[config.mk]
export PLATFORM = sky130hd
export DESIGN_NAME = push_conditioner
export DESIGN_NICKNAME = d
export VERILOG_FILES = /design/src/rtl/push_cond_pkg.sv /design/src/rtl/push_channel.sv /design/src/rtl/push_conditioner.sv
export SDC_FILE = /design/constraint.sdc
export NUM_CORES = 1
export LEC_CHECK = 0
export CAP_MARGIN = 20
export CELL_PAD_IN_SITES_DETAIL_PLACEMENT = 0
export CELL_PAD_IN_SITES_GLOBAL_PLACEMENT = 2
export CORE_ASPECT_RATIO = 0.8
export CORE_MARGIN = 2
export CORE_UTILIZATION = 43
export DETAILED_ROUTE_END_ITERATION = 16
export PLACE_DENSITY = 0.88
export REMOVE_ABC_BUFFERS = 1
export SYNTH_ARGS = -nofsm -noshare
export SYNTH_HDL_FRONTEND = slang
export SYNTH_SLANG_ARGS = --single-unit
[constraint.sdc]
create_clock -name CLK -period 4.26 [get_ports CLK]
set_input_delay 0.426 -clock CLK [delete_from_list [all_inputs] [get_ports CLK]]
set_output_delay 0.426 -clock CLK [all_outputs]
set_load 0.005 [all_outputs]
[src/rtl/push_cond_pkg.sv]
// Shared types and 50 MHz default timing for the two-channel push-switch conditioner.
package push_cond_pkg;

    typedef enum logic [1:0] {
        IDLE   = 2'd0,
        DELAY  = 2'd1,
        REPEAT = 2'd2
    } rep_state_e;

    localparam int DEF_DEB_CYCLES = 500000;    // 10 ms
    localparam int DEF_REP_DELAY  = 25000000;  // 500 ms
    localparam int DEF_REP_PERIOD = 5000000;   // 100 ms

endpackage

[src/rtl/push_channel.sv]
// One button channel: 2-flop synchronizer, stability-count debounce and hold-to-repeat FSM.
// Exposes next-state level and raw pulse so the top can register them with chord lockout.
module push_channel
    import push_cond_pkg::*;
#(
    parameter int DEB_CYCLES = DEF_DEB_CYCLES,
    parameter int REP_DELAY  = DEF_REP_DELAY,
    parameter int REP_PERIOD = DEF_REP_PERIOD,
    parameter int REPEAT_EN  = 1
) (
    input  logic clk,
    input  logic rst,
    input  logic push,
    output logic level_nxt,
    output logic pulse_raw
);

    localparam int DEB_W   = (DEB_CYCLES > 1) ? $clog2(DEB_CYCLES) : 1;
    localparam int REP_MAX = (REP_DELAY > REP_PERIOD) ? REP_DELAY : REP_PERIOD;
    localparam int TMR_W   = (REP_MAX > 1) ? $clog2(REP_MAX) : 1;

    localparam logic [DEB_W-1:0] DEB_LAST = DEB_W'(DEB_CYCLES - 1);
    localparam logic [TMR_W-1:0] DLY_LAST = TMR_W'(REP_DELAY - 1);
    localparam logic [TMR_W-1:0] PER_LAST = TMR_W'(REP_PERIOD - 1);

    logic [1:0]       sync_q, sync_d;
    logic [DEB_W-1:0] deb_cnt_q, deb_cnt_d;
    logic             level_q, level_d;
    rep_state_e       state_q, state_d;
    logic [TMR_W-1:0] timer_q, timer_d;
    logic             rise, fall;

    always_comb begin
        sync_d    = {sync_q[0], push};
        deb_cnt_d = deb_cnt_q;
        level_d   = level_q;
        if (sync_q[1] == level_q) begin
            deb_cnt_d = '0;
        end else if (deb_cnt_q == DEB_LAST) begin
            level_d   = ~level_q;
            deb_cnt_d = '0;
        end else begin
            deb_cnt_d = deb_cnt_q + 1'b1;
        end
    end

    assign rise = level_d & ~level_q;
    assign fall = ~level_d & level_q;

    // Release wins over a repeat that falls due on the same edge, so release never pulses.
    always_comb begin
        state_d   = state_q;
        timer_d   = timer_q;
        pulse_raw = 1'b0;
        if (fall) begin
            state_d = IDLE;
            timer_d = '0;
        end else begin
            case (state_q)
                IDLE: begin
                    if (rise) begin
                        pulse_raw = 1'b1;
                        timer_d   = '0;
                        if (REPEAT_EN != 0) state_d = DELAY;
                    end
                end
                DELAY: begin
                    if (timer_q == DLY_LAST) begin
                        pulse_raw = 1'b1;
                        state_d   = REPEAT;
                        timer_d   = '0;
                    end else begin
                        timer_d = timer_q + 1'b1;
                    end
                end
                REPEAT: begin
                    if (timer_q == PER_LAST) begin
                        pulse_raw = 1'b1;
                        timer_d   = '0;
                    end else begin
                        timer_d = timer_q + 1'b1;
                    end
                end
                default: begin
                    state_d = IDLE;
                    timer_d = '0;
                end
            endcase
        end
    end

    always_ff @(posedge clk or posedge rst) begin
        if (rst) begin
            sync_q    <= '0;
            deb_cnt_q <= '0;
            level_q   <= 1'b0;
            state_q   <= IDLE;
            timer_q   <= '0;
        end else begin
            sync_q    <= sync_d;
            deb_cnt_q <= deb_cnt_d;
            level_q   <= level_d;
            state_q   <= state_d;
            timer_q   <= timer_d;
        end
    end

    assign level_nxt = level_d;

endmodule

[src/rtl/push_conditioner.sv]
// Two-channel push-switch conditioner: debounced levels, single-cycle press/repeat pulses,
// and chord lockout that blocks all pulses while both buttons are held.
module push_conditioner
    import push_cond_pkg::*;
#(
    parameter int DEB_CYCLES = DEF_DEB_CYCLES,
    parameter int REP_DELAY  = DEF_REP_DELAY,
    parameter int REP_PERIOD = DEF_REP_PERIOD,
    parameter int REPEAT_EN  = 1
) (
    input  logic       CLK,
    input  logic       RST,
    input  logic [1:0] PUSH,
    output logic [1:0] LEVEL,
    output logic [1:0] PULSE,
    output logic       CHORD
);

    logic [1:0] level_nxt, pulse_raw;
    logic [1:0] level_q, level_d;
    logic [1:0] pulse_q, pulse_d;
    logic       chord_q, chord_d;

    for (genvar i = 0; i < 2; i++) begin : g_chan
        push_channel #(
            .DEB_CYCLES(DEB_CYCLES),
            .REP_DELAY (REP_DELAY),
            .REP_PERIOD(REP_PERIOD),
            .REPEAT_EN (REPEAT_EN)
        ) u_chan (
            .clk      (CLK),
            .rst      (RST),
            .push     (PUSH[i]),
            .level_nxt(level_nxt[i]),
            .pulse_raw(pulse_raw[i])
        );
    end

    // Lockout uses next-state levels so a pulse landing on chord entry is already blocked.
    always_comb begin
        level_d = level_nxt;
        chord_d = &level_nxt;
        pulse_d = pulse_raw & ~{2{chord_d}};
    end

    always_ff @(posedge CLK or posedge RST) begin
        if (RST) begin
            level_q <= '0;
            pulse_q <= '0;
            chord_q <= 1'b0;
        end else begin
            level_q <= level_d;
            pulse_q <= pulse_d;
            chord_q <= chord_d;
        end
    end

    assign LEVEL = level_q;
    assign PULSE = pulse_q;
    assign CHORD = chord_q;

endmodule

### Word-level counts from Yosys, hierarchy flattened

Cells that the tools add are included.

* add/sub/neg operators: 4
* equal/unequal tests: 18
* muxes and demuxes: 36
* bitwise logic cells: 10
* reductions and logical operators: 5

Operator list (count)
* 25-bit two-way mux: 8
* 25-bit one-hot mux with 3 select lines: 2
* 19-bit two-way mux: 4
* 25-bit by 1-bit adder with 25-bit output, second input constant: 2
* 25-bit by 23-bit == test with 1-bit output, second input constant: 2
* 25-bit == test, second input constant: 2
* 19-bit by 1-bit adder with 19-bit output, second input constant: 2
* 19-bit == test, second input constant: 2
* 1-bit two-way mux: 12
* 2-bit two-way mux: 6
* 3-bit by 1-bit != test with 1-bit output, second input constant: 4
* 2-bit one-hot mux with 3 select lines: 2
* 1-bit one-hot mux with 3 select lines: 2
* 3-bit AND reduction: 2
* 1-bit AND: 4
* 2-bit by 1-bit == test with 1-bit output, second input constant: 2
* 2-bit == test, second input constant: 2
* 2-bit logical NOT: 2
* 2-bit by 1-bit != test with 1-bit output, second input constant: 2
* 1-bit inverter: 4
* 2-bit AND: 1
* 1-bit == test: 2
* 2-bit inverter: 1
* 2-bit AND reduction: 1

* register bits: 103
* output and inout bits: 5
* word-level logic and storage cells: 86

### Logic depth before layout (Yosys ltp)

* depth after elaboration: 8
* gate-level depth with buffers: 8
* depth with buffers taken out: 7

### Cells and area by module

A second synthesis with hierarchy kept.

* cell total of the unflattened synthesis: 586
* area total of the unflattened synthesis: 5594.1 µm²

Modules (own cells, without submodules)
* push_channel at g_chan[1].u_chan: instances 1, cells each 290, area an instance 2762.6 µm²
* push_channel at g_chan[0].u_chan: instances 1, cells each 287, area an instance 2681.3 µm²
* push_conditioner: instances 1, cells each 9, area an instance 150.1 µm²

### Least setup slack after synthesis

Ideal clock, no wire load.

* path kind: register to register
* start: register g_chan[1].u_chan.deb_cnt_q[0]
* end: register g_chan[1].u_chan.timer_q[15]
* library setup time: 0.091 ns
* arrival: 2.458 ns
* path slack: 1.711 ns
* cell stages (with the launch flop): 8
* buffers on the path: 0
* clock period less this slack: 2.549 ns
* cells stage by stage: dfrtp_1 -> ha_1 -> and4_1 -> or4b_2 -> o31ai_4 -> o211ai_4 -> or4_1 -> o221ai_1

* longest elaborated chain between the ends: 6

RTL lines
* from (decl): RTL line push_channel.sv:27 `logic [DEB_W-1:0] deb_cnt_q, deb_cnt_d;`
* from (signal assigned): RTL line push_channel.sv:101 `deb_cnt_q <= deb_cnt_d;`
* 19-bit == test (*): RTL line push_channel.sv:39 `end else if (deb_cnt_q == DEB_LAST) begin`
* 1-bit two-way mux (*): RTL line push_channel.sv:39
* 1-bit two-way mux (*): RTL line push_channel.sv:37 `if (sync_q[1] == level_q) begin`
* 1-bit inverter: RTL line push_channel.sv:48 `assign fall = ~level_d & level_q;`
* 1-bit AND: RTL line push_channel.sv:48
* 3-bit by 1-bit != test with 1-bit output (no line) or 25-bit two-way mux (tied branches)
* to (signal assigned): RTL line push_channel.sv:104 `timer_q <= timer_d;`
* to (decl): RTL line push_channel.sv:30 `logic [TMR_W-1:0] timer_q, timer_d;`

Mark *: on every way between the ends. The rest lies on a longest branch, timed or not.
A chain may end at the register's enable or synchronous reset.

### Worst setup path after layout

* start: register g_chan[0].u_chan.timer_q[16]
* end: register g_chan[0].u_chan.timer_q[16]

* longest elaborated chain between the ends: 4

RTL lines
* from (decl): RTL line push_channel.sv:30
* from (signal assigned): RTL line push_channel.sv:104
* 25-bit by 1-bit adder with 25-bit output (tied with other cells): RTL line push_channel.sv:73, push_channel.sv:81
* 25-bit two-way mux, on equally long branches: RTL line push_channel.sv:77, push_channel.sv:68
* 25-bit one-hot mux with 3 select lines (*): RTL line push_channel.sv:59 `case (state_q)`
* 25-bit two-way mux (*): RTL line push_channel.sv:55 `if (fall) begin`

Marked as above.

==> results.json <==
{
  "outcome": "finished, final reports clean",
  "min_path_type": "flop to flop",
  "synth_area_um2": 5440,
  "grt_pass1_wl_um": 20600,
  "track_usage_pct": 19.0,
  "post-route-min-period_ps": 3050,
  "p_int_uw": 1430,
  "overflow": 0,
  "seq_area_um2": 2530,
  "dr.pass1.iters": 4,
  "antenna_left": 0,
  "wl_per_cell_um": 15.4,
  "drtIter0Drc": 224,
  "syn_to_final_growth_pct": 9.80,
  "finalHoldViolCount": 0,
  "htreeDepth": 3,
  "ys_ff_latch": 101,
  "finClkSkew_ps": 7.98,
  "syn_avg_cell_area_um2": 9.24,
  "min_from": "g_chan[1].u_chan.sync_q[0]",
  "multiInputGateArea_um2": 2760,
  "rsz0062_at_grt": "false",
  "cp.arrival_ps": 3240,
  "synth_top_cell_area_share_pct": 46.4,
  "die_width_um": 130,
  "pwr-share-clk_pct": 44.8,
  "drc_errors": 0,
  "tns_ps": 0,
  "ys_top_cells_by_count": "dfrtp_1 (101), nand2_1 (72), nor2_1 (62), nand3_1 (61), xor2_1 (26)",
  "clkLatencyLatePin_ps": 350,
  "setup.worst_path.start_class": "flop",
  "fp.dieArea_um2": 13600,
  "synth_top_area_cell": "dfrtp_1",
  "finish.utilization_pct": 48.8,
  "drive_gt1_share_pct": 5.21,
  "synth_area_leaders": "dfrtp_1 (46%), nand3_1 (5.6%), nand2_1 (5.0%)",
  "synth_top_family_by_area": "simple AND/OR/NAND/NOR gates",
  "crit_path_end_kind": "flop",
  "port_buffers": 8,
  "grt_pass1_vias": 4080,
  "tightest_slew_ps": 944,
  "final_nets": 608,
  "worstPathMaxFanout": 24,
  "dp_slack_ps": 1260,
  "cts-root-buf": "clkbuf_16",
  "cts_resized": 0,
  "slew_headroom_pct": 37.1,
  "fin_ws_ps": 1210,
  "finish.instance_area_um2": 5970,
  "swShare_pct": 22.0,
  "hold_path_end": "g_chan[1].u_chan.sync_q[1]",
  "fin_crit_sh_pct": 71.6,
  "worstSetupPathType": "flop to flop",
  "synthXorXnorAreaFrac_pct": 7.24,
  "whs_path_depth": 0,
  "synthSimpleGateAreaFrac_pct": 29.1,
  "async_flop_share_pct": 100,
  "numCtsBuffers": 9,
  "finalSetupViolCount": 0,
  "hold_ws_ps": 348,
  "power.leakage_uw": 0.00245,
  "cap_viol_max_count": 0,
  "synth_compound_area_share_pct": 11.3,
  "pwr-share-comb_pct": 2.2,
  "routed_wl_um": 11800,
  "antenna_found_initial": 0,
  "clkSlewWorstSetupHoldPaths_ps": 70,
  "timing.rr.start": "g_chan[0].u_chan.timer_q[16]",
  "vias": 4228,
  "ir_drop_mv": 0.234,
  "max_freq_mhz": 328,
  "reg2reg_slack_ps": 1210,
  "place_congestion": 0.790,
  "die_height_um": 105,
  "drv_slew": 0,
  "cts_tree": "done",
  "num_io_pins": 9,
  "synthFlopType": "dfrtp_1",
  "required_ps": 4450,
  "reg2reg_depth": 7,
  "clkSinkCount": 101,
  "yosysMostFrequentCell": "dfrtp_1",
  "cts_setup_buffers": 0,
  "grt_max_degree": 61,
  "synthAdderAreaFrac_pct": 2.76,
  "p_per_area_nw_per_um2": 306,
  "syn_inst": 589,
  "dpl_cell_area_um2": 5690,
  "viasPerCell": 5.52,
  "p_sw_uw": 403,
  "yosys_warnings": 0,
  "start_util_pct": 44.4,
  "rows": 36,
  "dp_hpwl_um": 7950,
  "cts-hold-fix-buffers": 0,
  "fillCellCount": 1178,
  "p_seq_share_pct": 53.0,
  "yosys.cell_types.count": 56,
  "r2r_end": "g_chan[0].u_chan.timer_q[16]",
  "cts_max_path_buffers": 2,
  "synth-seq-area-share_pct": 46.4,
  "diodes": 0,
  "coreArea_um2": 12300,
  "synth_edf_count": 0,
  "synth_mux_area_share_pct": 0.184
}
==> worst max-delay path by stage <==
stage / from / endpoint / slack [ps]
2_1_floorplan: g_chan[0].u_chan.timer_q[0] / g_chan[0].u_chan.timer_q[10] / 460
3_3_place_gp: g_chan[0].u_chan.timer_q[16] / g_chan[0].u_chan.timer_q[15] / 1380
3_5_place_dp: g_chan[0].u_chan.timer_q[16] / g_chan[0].u_chan.timer_q[16] / 1260
4_1_cts: g_chan[0].u_chan.timer_q[16] / g_chan[0].u_chan.timer_q[16] / 1250
5_1_grt: g_chan[0].u_chan.timer_q[16] / g_chan[0].u_chan.timer_q[10] / 960
6_report: g_chan[0].u_chan.timer_q[16] / g_chan[0].u_chan.timer_q[16] / 1210
==> critical path, cell delays in order, from the launching register on <==
cell,delay [ps]
dfrtp_1,470
or3_1,360
or4_1,440
o41ai_1,430
a221oi_2,100
buf_4,240
nand2_1,570
o311ai_0,250
==> layout make-up <==
class	count	area share, %
Clock buffer	9	3.77
Clock inverter	5	1.03
Inverter	19	1.24
Multi-Input combinational cell	449	46.2
Sequential cell	101	42.3
Tap cell	171	3.58
Timing Repair Buffer	12	1.84
==> power by group through the flow <==
stage                     Sequential, µW  Combinational [µW]  Clock (µW)
final                                971                39.7         820
after global routing                 972                47.6         895
after CTS                            971                42.3         855
after detailed placement             989                42.3           0
after global placement               989                41.8           0
after floorplan                      988                27.5           0
==> placed cells by master, fill, tap and decap left out, types with 5 or more instances in the layout <==
master	instances
nand3_1	61
ha_1	12
nor4b_1	7
o21ai_0	17
nand4_1	16
xnor2_1	19
and3_1	20
inv_1	18
o311ai_0	15
and4_1	7
nor3_1	10
nand2_1	72
a21oi_1	10
clkbuf_16	9
nor4_1	9
nor2_1	62
clkdlybuf4s50_1	8
o31ai_1	5
and2_1	7
dfrtp_1	101
or3_1	8
a21o_1	5
xor2_1	26
==> metal layers <==
| metal | global-route usage [%] | wire [µm] |
|---|---|---|
| met5 | 0 | 0 |
| met4 | 4.22 | 100 |
| met3 | 5.27 | 421 |
| met2 | 27.3 | 4970 |
| met1 | 28.6 | 6280 |
==> state kept, by name (all words and copies together), names as in the netlist <==
signal                   cells
g_chan.u_chan.state_q        4
g_chan.u_chan.sync_q         4
PULSE                        2
g_chan.u_chan.deb_cnt_q     38
CHORD                        1
g_chan.u_chan.timer_q       50
LEVEL                        2
==> per-stage QoR <==
| step | instances | power (µW) |
|---|---|---|
| final | 766 | 1830 |
| after global routing | 766 | 1910 |
| after CTS | 766 | 1870 |
| after detailed placement | 752 | 1030 |
| after global placement | 752 | 1030 |
| after floorplan | 569 | 1020 |
==> kinds of logic (layout without fill, tap and decap cells) <==
group	Yosys count	after routing
AND/OR/NAND/NOR	308	308
flip-flops	101	101
AO/OA/AOI/OAI	83	83
XOR/XNOR	45	45
buffers and inverters	39	45
adder cells (fa/ha/maj)	12	12
multiplexers	1	1
Power figures use the tool's default switching activity.
==> RTL change (config.mk and constraints unchanged) <==
Set the package constant `DEF_REP_PERIOD` to 10000000 (it was 5000000).
--- a/src/rtl/push_cond_pkg.sv
+++ b/src/rtl/push_cond_pkg.sv
@@ -9,7 +9,7 @@
 
     localparam int DEF_DEB_CYCLES = 500000;    // 10 ms
     localparam int DEF_REP_DELAY  = 25000000;  // 500 ms
-    localparam int DEF_REP_PERIOD = 5000000;   // 100 ms
+    localparam int DEF_REP_PERIOD = 10000000;   // 100 ms
 
 endpackage
 
Behaviour: same outputs for any inputs over 10 cycles, from zero or initial values and one cycle with RST high; that may be too few to reach the edited logic, so the function may still have changed.
==> RTL change against the unedited design <==
Sequential cell count is the same; clock skew down 0.0017 ns; synthesized area increased by 1.1%; total power up 1.5%; clock power rose by 3.4%; global-route usage hardly changed; final area is 0.92% higher; routed wire length rose by 1.6%; count of clock-buffer cells in the layout grew 2; setup slack worse by 0.0056 ns.
==> RTL change: results (changes against the unedited design) <==
- Run status: finished clean
- RD Place Congestion: 0.800 (+1.2%)
- Average routed wire per standard cell: 15.4 um (+0.16%)
- DR iter-0 viols: 251 (+12%)
- Grt met1 use: 29.7% (+1.0 points)
- Fmax: 0.327 GHz (-0.18%)
- Layout Cells excl Fill: 777 (+1.4%)
- Largest stage delay, worst path: 0.64 ns (+0.07 ns)
- Clock buffers: 11 (+2)
- Synth Area in Compound Gates: 9.48% (-1.9 points)
- Number of global-route vias before repair: 4009 (-1.7%)
- Max VDD drop: 0.000195 V (-16%)
- Most frequent cells after synthesis: dfrtp_1 (101), nand2_1 (78), nor2_1 (66)
- Area after DPL: 5730 sq um (+0.68%)
- NonClk Buf Share: 1.95% (+0.11 points)
- Met3 usage: 4.15% (-1.1 points)
- Met2 Use GR: 25.9% (-1.4 points)
- Post-synthesis mux area share: 0.773% (+0.59 points)
- Met1 Wirelength: 6240 um (-0.67%)
- CP max FO: 13 (-46%)
- Multi-input gate area: 2790 sq um (+1.0%)
- Placed cells: 761 (+1.2%)
- Mean Syn Cell Area: 9.22 sq um (-0.25%)
- Gr usage total: 19.0% (about the same)
- Synth Area in Adders: 2.73% (-0.030 points)
- Pin count of the biggest net entering global routing: 38 (-38%)
- CP max-delay cell: nor2_1
- Non-clk bufs: 13 (+1)
[RTL change: cell types whose count changed after synthesis, sizes merged, moves of 4 or more]
cell    unedited run  this run
and3              20        11
buf                5         9
clkbuf            15        11
nand2             72        78
nand3             61        50
nand4             16        22
nor3              10        16
o311ai            18        11
o31ai              6         2
or4                3         7
xnor2             19        24
[RTL change: kinds of logic after synthesis]
family | count (synthesis)
AND/OR/NAND/NOR | 320
flip-flops | 101
AO/OA/AOI/OAI | 72
XOR/XNOR | 48
buffers and inverters | 40
adder cells (fa/ha/maj) | 12
multiplexers | 4
[RTL change: power breakdown]
| group | internal, W | switching (W) | leakage, nW |
|---|---|---|---|
| registers | 0.000965 | 0.00000678 | 1.40 |
| clock network | 0.000473 | 0.000375 | 0.146 |
| logic | 0.00000901 | 0.0000295 | 0.878 |
| total | 0.00145 | 0.000411 | 2.42 |
